<file path="src/rtl/cnn_pkg.sv">
// Shared CNN datapath constants and helpers.
package cnn_pkg;

  localparam int CNN_DATA_W  = 16;
  localparam int CONV1_MAP_W = 18;
  localparam int CONV1_MAP_H = 18;

  // Signed maximum of two CNN_DATA_W samples.
  function automatic logic [CNN_DATA_W-1:0] smax(input logic [CNN_DATA_W-1:0] a,
                                                 input logic [CNN_DATA_W-1:0] b);
    return ($signed(a) > $signed(b)) ? a : b;
  endfunction

endpackage

</file>
<file path="src/rtl/pool_line_buf.sv">
// Half-width line buffer: one registered write port, one asynchronous read port.
// Contents are not reset; every entry is written in an even row before the
// odd row reads it.
module pool_line_buf
  import cnn_pkg::*;
#(
  parameter int DEPTH  = CONV1_MAP_W / 2,
  parameter int DATA_W = CNN_DATA_W,
  parameter int AW     = (DEPTH > 1) ? $clog2(DEPTH) : 1
) (
  input  logic              clk_in,
  input  logic              we_i,
  input  logic [AW-1:0]     waddr_i,
  input  logic [DATA_W-1:0] wdata_i,
  input  logic [AW-1:0]     raddr_i,
  output logic [DATA_W-1:0] rdata_o
);

  logic [DATA_W-1:0] mem_q [DEPTH];

  // Write port: store the even-row pair maximum for this column pair.
  always_ff @(posedge clk_in) begin
    if (we_i) mem_q[waddr_i] <= wdata_i;
  end

  assign rdata_o = mem_q[raddr_i];

endmodule

</file>
<file path="src/rtl/relu_maxpool2.sv">
// Streaming ReLU + 2x2/stride-2 max-pool stage behind the conv adder.
// Even rows fold each column pair into the line buffer; odd rows fold the
// column pair with the buffered value and emit one pooled sample.
module relu_maxpool2
  import cnn_pkg::*;
#(
  parameter int MAP_W  = CONV1_MAP_W,
  parameter int MAP_H  = CONV1_MAP_H,
  parameter int DATA_W = CNN_DATA_W,
  localparam int CW    = (MAP_W > 1) ? $clog2(MAP_W) : 1,
  localparam int RW    = (MAP_H > 1) ? $clog2(MAP_H) : 1,
  localparam int LB_D  = MAP_W / 2,
  localparam int AW    = (LB_D > 1) ? $clog2(LB_D) : 1
) (
  input  logic              clk_in,
  input  logic              rst_n,
  input  logic [DATA_W-1:0] din,
  input  logic              din_valid,
  output logic [DATA_W-1:0] pool_out,
  output logic              pool_wr,
  output logic              map_done,
  output logic [CW-1:0]     col_idx,
  output logic [RW-1:0]     row_idx
);

  function automatic logic [DATA_W-1:0] max2(input logic [DATA_W-1:0] a,
                                             input logic [DATA_W-1:0] b);
    return ($signed(a) > $signed(b)) ? a : b;
  endfunction

  logic [CW-1:0]     col_q, col_d;
  logic [RW-1:0]     row_q, row_d;
  logic [DATA_W-1:0] hold_q, hold_d;
  logic [DATA_W-1:0] pool_out_q, pool_out_d;
  logic              pool_wr_q, pool_wr_d;
  logic              map_done_q, map_done_d;

  logic [DATA_W-1:0] relu;
  logic [DATA_W-1:0] pair_max;
  logic [DATA_W-1:0] lb_rdata;
  logic [AW-1:0]     lb_idx;
  logic              lb_we;
  logic              last_col, last_row;

  // Negative samples (including the most negative code) clamp to zero.
  assign relu     = din[DATA_W-1] ? '0 : din;
  assign pair_max = max2(hold_q, relu);
  assign lb_idx   = AW'(col_q >> 1);
  assign last_col = (col_q == CW'(MAP_W - 1));
  assign last_row = (row_q == RW'(MAP_H - 1));

  pool_line_buf #(
    .DEPTH  (LB_D),
    .DATA_W (DATA_W),
    .AW     (AW)
  ) u_line_buf (
    .clk_in  (clk_in),
    .we_i    (lb_we),
    .waddr_i (lb_idx),
    .wdata_i (pair_max),
    .raddr_i (lb_idx),
    .rdata_o (lb_rdata)
  );

  // Next state: raster counters, hold register, pool output on the window's last pixel.
  always_comb begin
    col_d      = col_q;
    row_d      = row_q;
    hold_d     = hold_q;
    pool_out_d = pool_out_q;
    pool_wr_d  = 1'b0;
    map_done_d = 1'b0;
    lb_we      = 1'b0;
    if (din_valid) begin
      col_d = last_col ? '0 : col_q + CW'(1);
      if (last_col) row_d = last_row ? '0 : row_q + RW'(1);
      if (!col_q[0]) begin
        hold_d = relu;
      end else if (!row_q[0]) begin
        lb_we = 1'b1;
      end else begin
        pool_out_d = max2(lb_rdata, pair_max);
        pool_wr_d  = 1'b1;
        map_done_d = last_col && last_row;
      end
    end
  end

  // State registers with synchronous active-low reset; reset wins over din_valid.
  always_ff @(posedge clk_in) begin
    if (!rst_n) begin
      col_q      <= '0;
      row_q      <= '0;
      hold_q     <= '0;
      pool_out_q <= '0;
      pool_wr_q  <= 1'b0;
      map_done_q <= 1'b0;
    end else begin
      col_q      <= col_d;
      row_q      <= row_d;
      hold_q     <= hold_d;
      pool_out_q <= pool_out_d;
      pool_wr_q  <= pool_wr_d;
      map_done_q <= map_done_d;
    end
  end

  assign pool_out = pool_out_q;
  assign pool_wr  = pool_wr_q;
  assign map_done = map_done_q;
  assign col_idx  = col_q;
  assign row_idx  = row_q;

endmodule
</file>
<file path="config.mk">
export PLATFORM = sky130hd
export DESIGN_NAME = relu_maxpool2
export DESIGN_NICKNAME = d
export VERILOG_FILES = /design/src/rtl/cnn_pkg.sv /design/src/rtl/pool_line_buf.sv /design/src/rtl/relu_maxpool2.sv
export SDC_FILE = /design/constraint.sdc
export NUM_CORES = 1
export LEC_CHECK = 0
export ABC_AREA = 1
export CORE_ASPECT_RATIO = 1.75
export CORE_MARGIN = 2
export CORE_UTILIZATION = 50
export DETAILED_ROUTE_END_ITERATION = 12
export GPL_TIMING_DRIVEN = 0
export HOLD_SLACK_MARGIN = 0.06
export PLACE_DENSITY = 0.68
export SETUP_SLACK_MARGIN = 0.4
export SLEW_MARGIN = 25
export SYNTH_ARGS = -nofsm -noshare
export SYNTH_HDL_FRONTEND = slang
export SYNTH_HIERARCHICAL = 1
export SYNTH_SLANG_ARGS = --single-unit
</file>
<file path="constraint.sdc">
create_clock -name clk_in -period 12.36 [get_ports clk_in]
set_clock_uncertainty 0.2 [all_clocks]
set_input_delay 3.708 -clock clk_in [delete_from_list [all_inputs] [get_ports clk_in]]
set_output_delay 3.708 -clock clk_in [all_outputs]
set_load 0.1 [all_outputs]
</file>
* Word level (Yosys, flattened, before mapping)
Memories as Yosys holds them, arrays and structs flattened. A register that Yosys moved wholly into a read port is not among the register bits.
Cells that the tools add are included.
** Storage, ports and cells
- Bits in writable memories :: 144
- Word-level logic and storage cells :: 33
- Input bits :: 19
- Memories :: 1
- Bits in registers :: 44
- Output and inout bits :: 28
** Memory list
- u_line_buf.mem_q :: depth 9, bits a word 16, read ports 1, clocked after Yosys merged registers in 1, write ports 1, RTL line pool_line_buf.sv:19 : logic [DATA_W-1:0] mem_q [DEPTH];
** Operators by class
- Reduce and logical (&&, ||, !) cells :: 6
- Bitwise logic cells :: 1
- Eq/ne operators :: 2
- Add/subtract/negate cells :: 2
- Mux-type cells :: 13
- $lt $le $gt $ge :: 2
** Operators by type and width (count)
- $gt A16 B16 Y1 :: 2
- $mux W16 :: 2
- $mux W15 :: 1
- $add A5 B1 Y5 const B :: 2
- $eq A5 B5 Y1 const B :: 2
- $mux W5 :: 2
- $mux W4 :: 2
- $mux W1 :: 6
- $reduce_and A3 Y1 :: 2
- $reduce_and A2 Y1 :: 2
- $reduce_and A4 Y1 :: 1
- $logic_and A1 B1 Y1 :: 1
- $not A1 Y1 :: 1

* Longest topological paths before layout
Gate-level depths: netlist (run 1).
- Depth after elaboration :: 5
- Mapped depth :: 31
- Mapped depth without buffers :: 28

* Cells and area by module
Netlist (run 1), hierarchy kept.
** Modules (own cells, without submodules)
- pool_line_buf :: seq. area each 4324.1 µm², area an instance 6144.6 µm², times used 1, cells an instance 578
- relu_maxpool2 :: seq. area each 860.8 µm², area an instance 3070.4 µm², times used 1, cells an instance 472

* Worst setup path after synthesis (run 1)
OpenSTA, ideal clock, no wires.
- Kind :: input port to flip-flop
- Start :: input port din[15]
- End :: register pool_out_q[10] (netlist: pool_out[10])
- Setup time :: 0.132 ns
- Path slack :: 5.430 ns
- Arrival :: 6.598 ns
- Data required time :: 12.028 ns
- Stages on the path :: 27
- Path buffers :: 3
- Cells stage by stage :: inv_1 > buf_2 > nand2_1 > ha_1 > a21o_1 > nor2_1 > nand2_1 > nand2_1 > nand2_4 > nand2_2 > buf_6 > nand2_1 > nand2_1 > inv_1 > ha_1 > nand2_1 > nor2_2 > nand2_1 > nand2_1 > nand2_1 > nand2_2 > buf_2 > nand3_1 > nand2_1 > inv_1 > nand2_1 > a21oi_1
** Between the ends
- Word-level cells in the longest chain between the ends :: 5
** Ends and longest elaborated chain
- start: declaration :: RTL line relu_maxpool2.sv:17 : input logic [DATA_W-1:0] din,
- $mux W15 * :: RTL line relu_maxpool2.sv:46 : assign relu = din[DATA_W-1] ? '0 : din;
- $gt A16 B16 Y1 :: RTL line relu_maxpool2.sv:28 : return ($signed(a) > $signed(b)) ? a : b;
- $mux W16 * :: RTL line relu_maxpool2.sv:28
- named net pair_max[6] :: RTL line relu_maxpool2.sv:39 : logic [DATA_W-1:0] pair_max;
- $gt A16 B16 Y1 * :: RTL line relu_maxpool2.sv:28
- $mux W16 * :: RTL line relu_maxpool2.sv:28
- end signal: assignment :: RTL line relu_maxpool2.sv:102 : pool_out_q <= pool_out_d;
- end: declaration :: RTL line relu_maxpool2.sv:34 : logic [DATA_W-1:0] pool_out_q, pool_out_d;
The timed path passes the listed nets; every way through them passes the cells marked *.
A chain may end at the register's enable or synchronous reset.

* Worst setup path after layout (run 1)
- Start :: input port din[15]
- End :: register pool_out_q[12] (netlist: pool_out[12])
Same word-level chain as after synthesis.

==> out/results.txt, run 1 <==
global-route wire length before repair: 35.8 mm
Worst R2R Start: hold_q[2]
leakage power: 4.81 nW
Synthesis Warnings: 6
Final setup viols: 0
drt first-iter violations: 446
final setup TNS: 0 ns
final wirelength: 23.0 mm
fillcell total: 1582
fmax: 130 MHz
IO Pins: 47
first-pass iteration count of the detailed router: 7
CTS root buf: clkbuf_16
Die X: 107 um
Worst path slowest cell: clkdlybuf4s50_1
Worst Reg2Reg Path Length in Cells: 21
RSZ-0062 raised after global routing: no
largest net degree at the start of global routing: 17
post-synthesis sequential area ratio: 56.3%
Starting Density: 51.0%
Post-CTS Resized: 0
status: completed
clock tree buffer depth: 2
Hold Vio Cnt, Final: 0
worst vdd ir: 0.0935 mV
Post CTS Setup Buffer Count: 0
P&R area growth vs syn: 16.6%
Max-cap violations: 0
Via Count: 7124
Sequential Power Share: 46.6%
DRC: 0
crit path launch type: primary input
commonest non-fill, non-tap cell in the layout: nand2_1
#FFs+latches synth: 187
antenna diode count: 0
GR Util met1: 24.5%
Cell variety after synth: 34
CP arrival: 7.77 ns
clk slew on worst S/H paths: 0.07 ns
pwr/cell area: 140 nW/um2
Die Ht: 184 um
clock group share of total power: 39.7%
Crit path required time: 12.45 ns
Tmin final: 7.68 ns
H-tree depth: 4
Overall Global Routing Usage: 24.4%
average size of a mapped cell: 8.78 um2
period utilization: 62.2%
GRT met2 Usage: 48.1%
most frequent cells in the layout: nand2_1, inv_1, nand3_1
critical setup path kind: primary input to flop
worst r2r dst: pool_out[12]
crit-path max FO: 10
via/cell ratio: 5.18
switch share: 25.5%
vias in the first global route: 7005
Detail Route Antenna Nets: 0
IO Port Bufs: 46
launch point of the worst path: din[15]
cell internal pwr: 1.12 mW
Rel. slew slack: 33.7%
grt ovf: 0
Nets: 1180
Worst setup EP type: flop
GRT met3 Usage: 4.01%
worst-margin pin slew: 0.991 ns
final hold slack: 0.262 ns
Num CTS Buffers: 17
cell mode on critical path: nand2_1
total core area: 18100 um2
hold crit path type: flop to flop
Post-Syn Instances: 1050
share of cells above drive strength 1: 7.89%
initial antenna violation count: 0
worst skew pair latency: 0.43 ns
CTS tree: done
FF-to-FF setup slack: 8.54 ns
final max-slew violation count: 0
busiest layer in global routing: met2
Die ar.: 19600 um2
HPWL Detailed: 16.4 mm
Rows: 65
routability cong.: 0.856
WL/cell: 16.7 um
Synth Cell Area: 9220 um2
CTS Hold Bufs: 0
NetSw: 0.383 mW
Crit path largest cell delay: 0.39 ns
Gate power share: 13.6%
crit path to: pool_out[12]
clock tree sinks: 187
sequential cells by signal, summed over array words and instances (netlist names):
signal            flops
pool_wr               1
map_done              1
u_line_buf/mem_q    144
row_idx               5
hold_q               15
pool_out             16
col_idx               5
cell type report:
type                       count  area [um2]  share of cell area (%)
buffer                        41         249                    2.32
tap                          234         293                    2.73
inverter                     190         713                    6.64
clock buffer                  18         429                    4.00
multi-input combinational    640        3150                    29.4
clock inverter                14         216                    2.02
timing repair buffer          50         500                    4.66
sequential                   187        5180                    48.3
cells in the mapped netlist:
| cell | number | share of area [%] |
|---|---|---|
| a211oi_1 | 1 | 0.081 |
| a21o_1 | 2 | 0.16 |
| a21oi_1 | 45 | 2.4 |
| a21oi_4 | 1 | 0.18 |
| a22oi_1 | 1 | 0.081 |
| buf_2 | 19 | 1.0 |
| buf_4 | 9 | 0.73 |
| buf_6 | 5 | 0.61 |
| clkbuf_1 | 8 | 0.33 |
| clkinv_1 | 2 | 0.081 |
| conb_1 | 1 | 0.041 |
| dfxtp_1 | 43 | 9.3 |
| edfxtp_1 | 144 | 47 |
| ha_1 | 34 | 4.6 |
| inv_1 | 185 | 7.5 |
| inv_2 | 3 | 0.12 |
| nand2_1 | 324 | 13 |
| nand2_2 | 3 | 0.20 |
| nand2_4 | 2 | 0.24 |
| nand3_1 | 149 | 8.1 |
| nand3b_1 | 2 | 0.16 |
| nand4_1 | 4 | 0.27 |
| nand4_2 | 1 | 0.14 |
| nor2_1 | 26 | 1.1 |
| nor2_2 | 4 | 0.27 |
| nor2_4 | 1 | 0.12 |
| nor3_1 | 4 | 0.22 |
| nor3b_1 | 4 | 0.33 |
| nor4_1 | 2 | 0.14 |
| o21ai_0 | 17 | 0.92 |
| o21ai_1 | 1 | 0.054 |
| o21bai_1 | 1 | 0.081 |
| xnor2_1 | 1 | 0.095 |
| xor2_1 | 1 | 0.095 |
through the flow:
| step | cells | cell area [um2] | setup slack [ns] | total power, mW | util, % |
|---|---|---|---|---|---|
| 3_3_place_gp | 1338 | 10000 | 4.23 | 0.914 | 55.4 |
| 3_5_place_dp | 1342 | 10100 | 4.20 | 0.920 | 55.9 |
| 6_report | 1374 | 10700 | 4.68 | 1.51 | 59.5 |
| 2_1_floorplan | 1058 | 9250 | 5.43 | 0.857 | - |
| 4_1_cts | 1374 | 10700 | 4.64 | 1.51 | 59.5 |
| 5_1_grt | 1374 | 10700 | 4.28 | 1.56 | 59.5 |
how the worst min path moves through the flow:
stage,end,depth (start not counted),startpoint,slack [ns]
2_1_floorplan,hold_q[0],2,hold_q[0],0.33
3_3_place_gp,pool_out[15],2,pool_out[15],0.25
3_5_place_dp,pool_out[15],2,pool_out[15],0.25
4_1_cts,pool_out[15],2,pool_out[15],0.26
5_1_grt,pool_out[5],2,pool_out[5],0.28
6_report,pool_out[15],2,pool_out[15],0.26
power by group through the flow:
stage / registers, mW / logic [mW] / clock network (mW)
global route: 0.703 / 0.231 / 0.627
floorplan: 0.719 / 0.138 / 0
global placement: 0.716 / 0.198 / 0
detailed placement: 0.716 / 0.204 / 0
CTS: 0.702 / 0.206 / 0.603
finish: 0.703 / 0.205 / 0.599
cells by family (layout without fill, tap and decap cells):
logic type | after synthesis | in the layout | synth area share, %
other | 1 | 9 | 0.0407
XOR/XNOR | 2 | 2 | 0.190
AO/OA/AOI/OAI | 69 | 69 | 4.01
buffers and inverters | 231 | 313 | 10.4
flip-flops | 187 | 187 | 56.3
adder cells (fa/ha/maj) | 34 | 34 | 4.62
AND/OR/NAND/NOR | 526 | 526 | 24.4
critical path: cells and delay by family:
kind / cells / cell delay [ns]
simple gates: 15 / 2.06
fa+ha+maj: 2 / 0.69
compound gates: 1 / 0.06
buf+inv: 7 / 1.24
layer usage:
layer	wire length [um]	part of all wire [%]
met1	8080	35
met2	12900	56
met3	1110	4.8
met4	842	3.7
met5	0	0
(Power assumes the default switching activity.)
==> run 2: changes to the inputs <==
PLACE_DENSITY = 0.71   (was 0.68)
clock period = 6.75 ns   (was 12.36 ns; I/O delays follow)
==> run 2 against run 1 <==
- global-route usage is 0.41 points higher
- sequential cell count is the same
- clock-buffer cell count is 11 higher
- sequential power rose by 83%
- routed wire length increased by 1.3%
- critical endpoint is now pool_out[11]
==> out/results.txt, run 2 (synthesis gave the netlist of run 1 again) <==
global-route wire length before repair: 36.3 mm
antenna diode count: 0
CP arrival: 6.05 ns
commonest non-fill, non-tap cell in the layout: nand2_1
Rows: 65
Starting Density: 51.0%
Post-CTS Resized: 0
Nets: 1181
Via Count: 7143
status: completed
Worst setup EP type: flop
CTS tree: done
share of cells above drive strength 1: 9.03%
final wirelength: 23.3 mm
fillcell total: 1548
H-tree depth: 4
cell mode on critical path: nand2_1
CTS root buf: clkbuf_16
Crit path required time: 6.83 ns
DP Area: 10100 um2
Final Util: 59.5%
Tmin final: 5.97 ns
most frequent cells in the layout: nand2_1, inv_1, nand3_1
Worst path slowest cell: clkdlybuf4s50_1
via/cell ratio: 5.19
IO Pins: 47
worst vdd ir: 0.197 mV
Max-cap violations: 0
clock tree buffer depth: 2
worst-margin pin slew: 0.975 ns
hold crit path type: flop to flop
initial antenna violation count: 0
fin cells: 1375
drt first-iter violations: 442
grt ovf: 0
final setup TNS: 0 ns
Rel. slew slack: 34.8%
HPWL Detailed: 16.5 mm
final max-slew violation count: 0
first-pass iteration count of the detailed router: 5
total core area: 18100 um2
CP top delay family: simple AND/OR/NAND/NOR gates
Hold Vio Cnt, Final: 0
leakage power: 4.82 nW
Die ar.: 19600 um2
largest net degree at the start of global routing: 17
vias in the first global route: 7205
clk slew on worst S/H paths: 0.06 ns
Die X: 107 um
Final setup viols: 0
Final Cell Area: 10700 um2
crit-path max FO: 10
clock tree sinks: 187
fmax: 168 MHz
Post CTS Setup Buffer Count: 0
WL/cell: 16.9 um
DRC: 0
P&R area growth vs syn: 16.5%
Num CTS Buffers: 17
final hold slack: 0.266 ns
routability cong.: 0.837
Detail Route Antenna Nets: 0
IO Port Bufs: 46
CTS Hold Bufs: 0
worst skew pair latency: 0.43 ns
WP buf/inv: 7
largest register by flop count: u_line_buf/mem_q
max reg flops: 144
critical setup path kind: primary input to flop
RSZ-0062 raised after global routing: no
crit path launch type: primary input
Inst Count DP: 1343
Die Ht: 184 um
Crit path largest cell delay: 0.40 ns
pwr/cell area: 250 nW/um2
Overall Global Routing Usage: 24.8%
period utilization: 88.4%
[run 2: changes by cell type in the layout (fill, tap and decap cells not counted), moves of 2 or more]
| cell | delta |
|---|---|
| inv_6 | -3 |
| nand2_2 | +11 |
| clkbuf_4 | +2 |
| bufinv_16 | -4 |
| buf_2 | -2 |
| clkbuf_2 | +6 |
| clkinv_4 | -2 |
| clkbuf_16 | +4 |
| inv_4 | +2 |
| nand2_1 | -11 |
| clkinvlp_4 | -2 |
| clkinv_1 | -2 |
[run 2: worst reg2reg max path, stage by stage (launching register included)]
cell      delay, ns
dfxtp_1        0.36
inv_1          0.06
ha_1           0.27
nand4_1        0.14
nor2_1         0.21
nand4_2        0.22
nand2_2        0.20
nand2_1        0.09
nand2_1        0.31
inv_1          0.09
ha_1           0.31
nand2_1        0.06
nor2_1         0.23
nand2_2        0.11
inv_1          0.06
nand2_1        0.06
nand2_2        0.14
clkbuf_4       0.24
nand3_1        0.11
nand2_1        0.07
inv_1          0.04
nand2_1        0.06
a21oi_1        0.06
[run 2: worst paths after layout]
check             cells past startpoint           end   startpoint  slack [ns]
setup / recovery                     25  pool_out[11]      din[15]        0.78
hold / removal                        2   pool_out[8]  pool_out[8]        0.27
setup reg to reg                     22  pool_out[11]    hold_q[0]        2.94
hold reg to reg                       2   pool_out[8]  pool_out[8]        0.27
[run 2: report_power, final]
| part | leakage (nW) | internal, mW | switching [mW] |
|---|---|---|---|
| clock | 0.309 | 0.607 | 0.408 |
| sequential | 1.67 | 1.28 | 0.00983 |
| combinational | 2.84 | 0.123 | 0.262 |
[run 2: through the flow]
step	power [mW]	setup slack (ns)
floorplan	1.57	1.50
global placement	1.67	0.335
detailed placement	1.69	0.274
CTS	2.69	0.681
global route	2.80	0.424
finish	2.69	0.784
[run 2: metal layers]
metal | part of all wire (%) | vias up | global-route usage [%]
met5 | 0 | - | 0
met4 | 4.0 | 0 | 13.1
met3 | 5.3 | 59 | 3.40
met2 | 56 | 288 | 48.4
met1 | 34 | 3279 | 24.6
li1 | - | 3517 | -
[run 2: layout make-up]
type | instances | area (um2) | area share, %
Multi-Input combinational cell | 640 | 3180 | 29.6
Buffer | 41 | 254 | 2.37
Inverter | 190 | 713 | 6.64
Sequential cell | 187 | 5180 | 48.3
Tap cell | 234 | 293 | 2.73
Timing Repair Buffer | 51 | 512 | 4.77
Clock inverter | 3 | 42.5 | 0.396
Clock buffer | 29 | 563 | 5.24
